`src/rtl/divu64_seq.sv`:
```
// Sequential unsigned divider: one restoring step per cycle, XLEN iterations,
// with a single-cycle bypass for a zero divisor (RISC-V divu/remu results).
module divu64_seq #(
    parameter int XLEN = 64
) (
    input  logic            clk,
    input  logic            rst_n,
    input  logic            start,
    input  logic [XLEN-1:0] dividend,
    input  logic [XLEN-1:0] divisor,
    output logic            busy,
    output logic            done,
    output logic [XLEN-1:0] quotient,
    output logic [XLEN-1:0] remainder,
    output logic            div_by_zero,
    output logic            z_flag
);

    localparam int CW = $clog2(XLEN) + 1;
    localparam logic [CW-1:0] LAST = CW'(XLEN - 1);

    typedef enum logic [1:0] {
        IDLE,
        RUN,
        FIN
    } state_t;

    state_t            state;
    logic [XLEN-1:0]   div_reg;
    logic [XLEN-1:0]   q_reg;
    logic [XLEN-1:0]   rem_reg;
    logic [CW-1:0]     count;

    logic [XLEN:0]     shifted;
    logic [XLEN:0]     trial;
    logic              no_borrow;
    logic [XLEN-1:0]   rem_next;
    logic [XLEN-1:0]   q_next;

    // The stored remainder is always below the divisor, so it fits in XLEN
    // bits; only the shifted value needs the extra top bit for the compare.
    always_comb begin
        shifted   = {rem_reg, q_reg[XLEN-1]};
        trial     = shifted - {1'b0, div_reg};
        no_borrow = ~trial[XLEN];
        rem_next  = no_borrow ? trial[XLEN-1:0] : shifted[XLEN-1:0];
        q_next    = {q_reg[XLEN-2:0], no_borrow};
    end

    always_ff @(posedge clk or negedge rst_n) begin
        if (!rst_n) begin
            state       <= IDLE;
            div_reg     <= '0;
            q_reg       <= '0;
            rem_reg     <= '0;
            count       <= '0;
            busy        <= 1'b0;
            done        <= 1'b0;
            quotient    <= '0;
            remainder   <= '0;
            div_by_zero <= 1'b0;
            z_flag      <= 1'b1;
        end else begin
            case (state)
                IDLE, FIN: begin
                    if (start && divisor == '0) begin
                        state       <= FIN;
                        done        <= 1'b1;
                        quotient    <= '1;
                        remainder   <= dividend;
                        div_by_zero <= 1'b1;
                        z_flag      <= 1'b0;
                    end else if (start) begin
                        state   <= RUN;
                        busy    <= 1'b1;
                        done    <= 1'b0;
                        div_reg <= divisor;
                        q_reg   <= dividend;
                        rem_reg <= '0;
                        count   <= '0;
                    end else begin
                        state <= IDLE;
                        done  <= 1'b0;
                    end
                end
                RUN: begin
                    rem_reg <= rem_next;
                    q_reg   <= q_next;
                    count   <= count + 1'b1;
                    if (count == LAST) begin
                        state       <= FIN;
                        busy        <= 1'b0;
                        done        <= 1'b1;
                        quotient    <= q_next;
                        remainder   <= rem_next;
                        div_by_zero <= 1'b0;
                        z_flag      <= (q_next == '0);
                    end
                end
                default: begin
                    state <= IDLE;
                    busy  <= 1'b0;
                    done  <= 1'b0;
                end
            endcase
        end
    end

endmodule

```
`config.mk`:
```
export PLATFORM = sky130hd
export DESIGN_NAME = divu64_seq
export DESIGN_NICKNAME = d
export VERILOG_FILES = /design/src/rtl/divu64_seq.sv
export SDC_FILE = /design/constraint.sdc
export NUM_CORES = 1
export LEC_CHECK = 0
export ABC_AREA = 1
export BUFFER_PORTS_ARGS = -buffer_cell sky130_fd_sc_hd__buf_4
export CORE_ASPECT_RATIO = 1.1
export CORE_UTILIZATION = 41
export CTS_BUF_LIST = sky130_fd_sc_hd__clkbuf_8
export DETAILED_ROUTE_END_ITERATION = 12
export MAX_ROUTING_LAYER = met4
export PLACE_DENSITY = 0.68
export SLEW_MARGIN = 10
export SYNTH_ARGS = -nofsm -noshare
export SYNTH_HDL_FRONTEND = slang
export SYNTH_SLANG_ARGS = --single-unit
```
`constraint.sdc`:
```
create_clock -name clk -period 2.54 [get_ports clk]
set_clock_uncertainty 0.15 [all_clocks]
set_input_delay 0.381 -clock clk [delete_from_list [all_inputs] [get_ports clk]]
set_output_delay 0.381 -clock clk [all_outputs]
set_load 0.005 [all_outputs]
```
==> flow_summary.toml <==
[placed_design]
port_buffers = 262
detailed_place_hpwl_mm = 59.6
placed_cells = 4282
dp_slack_ns = -0.436
dpl_cell_area_um2 = 27600
gp_congestion = 1.02

[detailed_routing]
vias_per_cell = 5.12
via_count = 23247
drtAntennaViolNets = 0
drt_wl_total_mm = 81.6
wl_per_cell_um = 18.0
drt-pass1-iter-count = 5
drc = 0
drt_iter0_markers = 1996

[yosys]
ys_seq_area_share_pct = 38.3
ys.flop_type = "dfrtp_1"
synth_top_area_cell = "dfrtp_1"
netlist_area_um2 = 21700
syn-num-nets = 3215
yosys_warnings = 0
synth_edf_count = 0
synth_area_leaders = "dfrtp_1, nand2_1, inv_1"
synth_top_area_share_pct = 38.2
synth_compound_area_share_pct = 13.3
synthArstFlopShare_pct = 100
yosysUniqueCellTypes = 43
synth_top_family_by_area = "simple AND/OR/NAND/NOR gates"
avgSynthCellArea_um2 = 7.19
synthAdderAreaFrac_pct = 3.84
synth.area.mux_share_pct = 0
synth_simple_gate_area_share_pct = 30.0
synthesis.instances = 3018
synth_xor_area_share_pct = 0.969
synth-seq-cells = 332

[floorplanning]
core_um2 = 52400
start_util_pct = 41.4
die_area_um2 = 53800
num_io_pins = 263
chipHeight_um = 243
chipWidth_um = 221
rows = 88

[critical_path]
crit_chain = "ha_1, nand2_2, nor2_4, buf_4, a21oi_2, nand2_4, a21oi_4, buf_12, nand2_8, nand2_8, buf_16, nand3_2, nand3_2, o21ai_1"
cp-startpoint = "rem_reg[44]"
cp.arrival_ns = 3.18
setup.worst_path.start_class = "flip-flop"
cpPeakStageDelay_ns = 0.46
required_ns = 2.92
regToRegSetupSlack_ns = -0.26
reg2reg_depth = 14
worstSetupEndpoint = "rem_reg[20]"
crit_buf_inv = 3
r2r-end = "rem_reg[20]"
reg2reg_from = "rem_reg[44]"
path_delay_family = "simple AND/OR/NAND/NOR gates"
crit_path_max_fanout = 16
path_class = "flip-flop to flip-flop"
cp.depth = 14
crit_slowest_cell = "dfrtp_1"
critPathCaptureType = "flip-flop"

[clock_tree]
ctsRootBufferMaster = "clkbuf_8"
clock_latency_ns = 0.68
clock-sinks = 332
clockBufferDepth = 3
numCtsBuffers = 54
htreeDepth = 2
cts_tree = "yes"
clk_pin_slew_ns = 0.06

[global_route]
grt_pass1_wl_mm = 123
grt_pass1_vias = 22479
grt_max_degree = 209
grt_overflow = 0
grt_antenna_before_repair = 1
track_usage_pct = 30.2

[sta]
setup_violations = 131
fmax_mhz = 357
setup_ws_ns = -0.264
min_period_ns = 2.80
worstMarginPinSlew_ns = 0.937
rsz0062_at_grt = "yes"
hold_violations = 0
slew_headroom_pct = 37.5
slew_viol_final = 0
fin_crit_sh_pct = 110

[layout]
fin_cells = 4539
design_area_um2 = 31400
syn_to_final_growth_pct = 44.7
drive_gt1_share_pct = 30.8
nets = 4017

[run_status]
failed_checks = "negative setup slack"
status = "complete, but fails checks"

[run]
maxCapViolations = 0

[min_path]
hp-class = "input port to asynchronous set/reset pin"

[power_and_ir_drop]
peakVddDrop_uv = 761
power_density_nw_per_um2 = 1680
power_mw = 52.7
total_leakage_power_nw = 16.3
[timing repair]
item | 4_1_cts | 5_1_grt
gates resized for setup | 86 | 131
pin swaps | 25 | 42
endpoints found under the hold margin | 498 | 0
gates cloned | 5 | 9
endpoints found under the setup margin | 131 | 194
buffers inserted | 9 | 6
hold buffers | 129 | 0
[synth_stat cells (2+ instances only)]
cell type and number:
nand2_1 728, nor4_1 24, nor2_1 220, nand2_2 25, inv_2 7, nand2_4 2, nand4_1 33, a21oi_1 169
ha_1 65, nand2_8 4, nor2_2 5, clkbuf_1 46, a31oi_1 63, buf_8 2, buf_6 15, a21oi_2 51
and3_1 3, o21bai_1 8, o21ai_0 109, o21ai_1 35, nand3_1 181, buf_2 41, dfrtp_1 331, inv_1 590
o22ai_1 61, xnor2_1 23, nand3_2 101, nor3_4 2, nand3_4 2, nand3b_1 17, nor2_4 3, nor3_1 26
buf_4 16
[worst min path at each step]
stage	slack [ns]	to	start	cells after the start
final	0.08	div_reg[56]	rst_n	2
after global routing	0.1	div_reg[56]	rst_n	2
after CTS	0.01	count[5]	start	5
after detailed placement	0.19	div_reg[47]	rst_n	1
after global placement	0.19	div_reg[47]	rst_n	1
after floorplan	-0.06	busy	rst_n	0
[routing by layer]
| metal | vias up | wire length (um) | global-route usage, % |
|---|---|---|---|
| li1 | 11248 | - | - |
| met1 | 10961 | 35900 | 40.1 |
| met2 | 874 | 37400 | 47.1 |
| met3 | 164 | 5720 | 4.50 |
| met4 | 0 | 2630 | 10.0 |
| met5 | - | 0 | - |
[placed cells by master (no fill, tap or decap), types with 15 or more instances in the layout]
master | Yosys | final
buf_4 | 16 | 678
nand2_1 | 728 | 668
inv_1 | 590 | 596
dfrtp_1 | 331 | 320
nor2_1 | 220 | 200
nand3_1 | 181 | 170
a21oi_1 | 169 | 152
dlygate4sd3_1 | 0 | 129
nand3_2 | 101 | 104
o21ai_0 | 109 | 103
nand2_2 | 25 | 74
a21oi_2 | 51 | 68
clkbuf_8 | 0 | 68
a31oi_1 | 63 | 63
o22ai_1 | 61 | 61
ha_1 | 65 | 53
nand4_1 | 33 | 33
o21ai_1 | 35 | 31
buf_12 | 0 | 29
nor4_1 | 24 | 24
nor2_2 | 5 | 21
xnor2_1 | 23 | 21
nand3b_1 | 17 | 17
nor3_1 | 26 | 15
[worst reg2reg max path, delay by kind of cell (launching register included)]
family	cells	cell delay, ns
AO/OA/AOI/OAI	3	0.50
adder cells (fa/ha/maj)	1	0.36
buffers and inverters	3	0.48
flip-flops	1	0.46
AND/OR/NAND/NOR	7	0.73
[power by group]
group	internal [mW]	switching [mW]
registers	7.70	1.78
logic	16.1	21.7
clock network	3.04	2.40
total	26.8	25.9
[kinds of logic after synthesis]
| group | after synthesis |
|---|---|
| and+or+nand+nor | 1379 |
| xor gates and xnor gates | 24 |
| buffers and inverters | 717 |
| adders and majority gates | 66 |
| DFF | 332 |
| AOI/OAI and AO/OA | 500 |
[per-stage QoR]
step | util (%) | hold slack (ns) | TNS, ns
global placement | 52.6 | 0.189 | -33.18
global route | 59.9 | 0.0998 | -40.58
detailed placement | 52.6 | 0.194 | -35.61
finish | 59.9 | 0.0758 | -26.47
CTS | 58.5 | 0.00980 | -23.92
floorplan | - | -0.0646 | 0
[area by class of cell]
class / instances / area (um2)
clock inverters: 31 / 313
flip-flops and latches: 332 / 8320
clock buffers: 68 / 936
multi-input cells: 1972 / 11200
repair buffers: 863 / 7480
fillers: 4674 / 21000
well taps: 675 / 845
inverters: 597 / 2250
diodes: 1 / 2.50
Note: power is estimated with default switching activity, not from simulation.
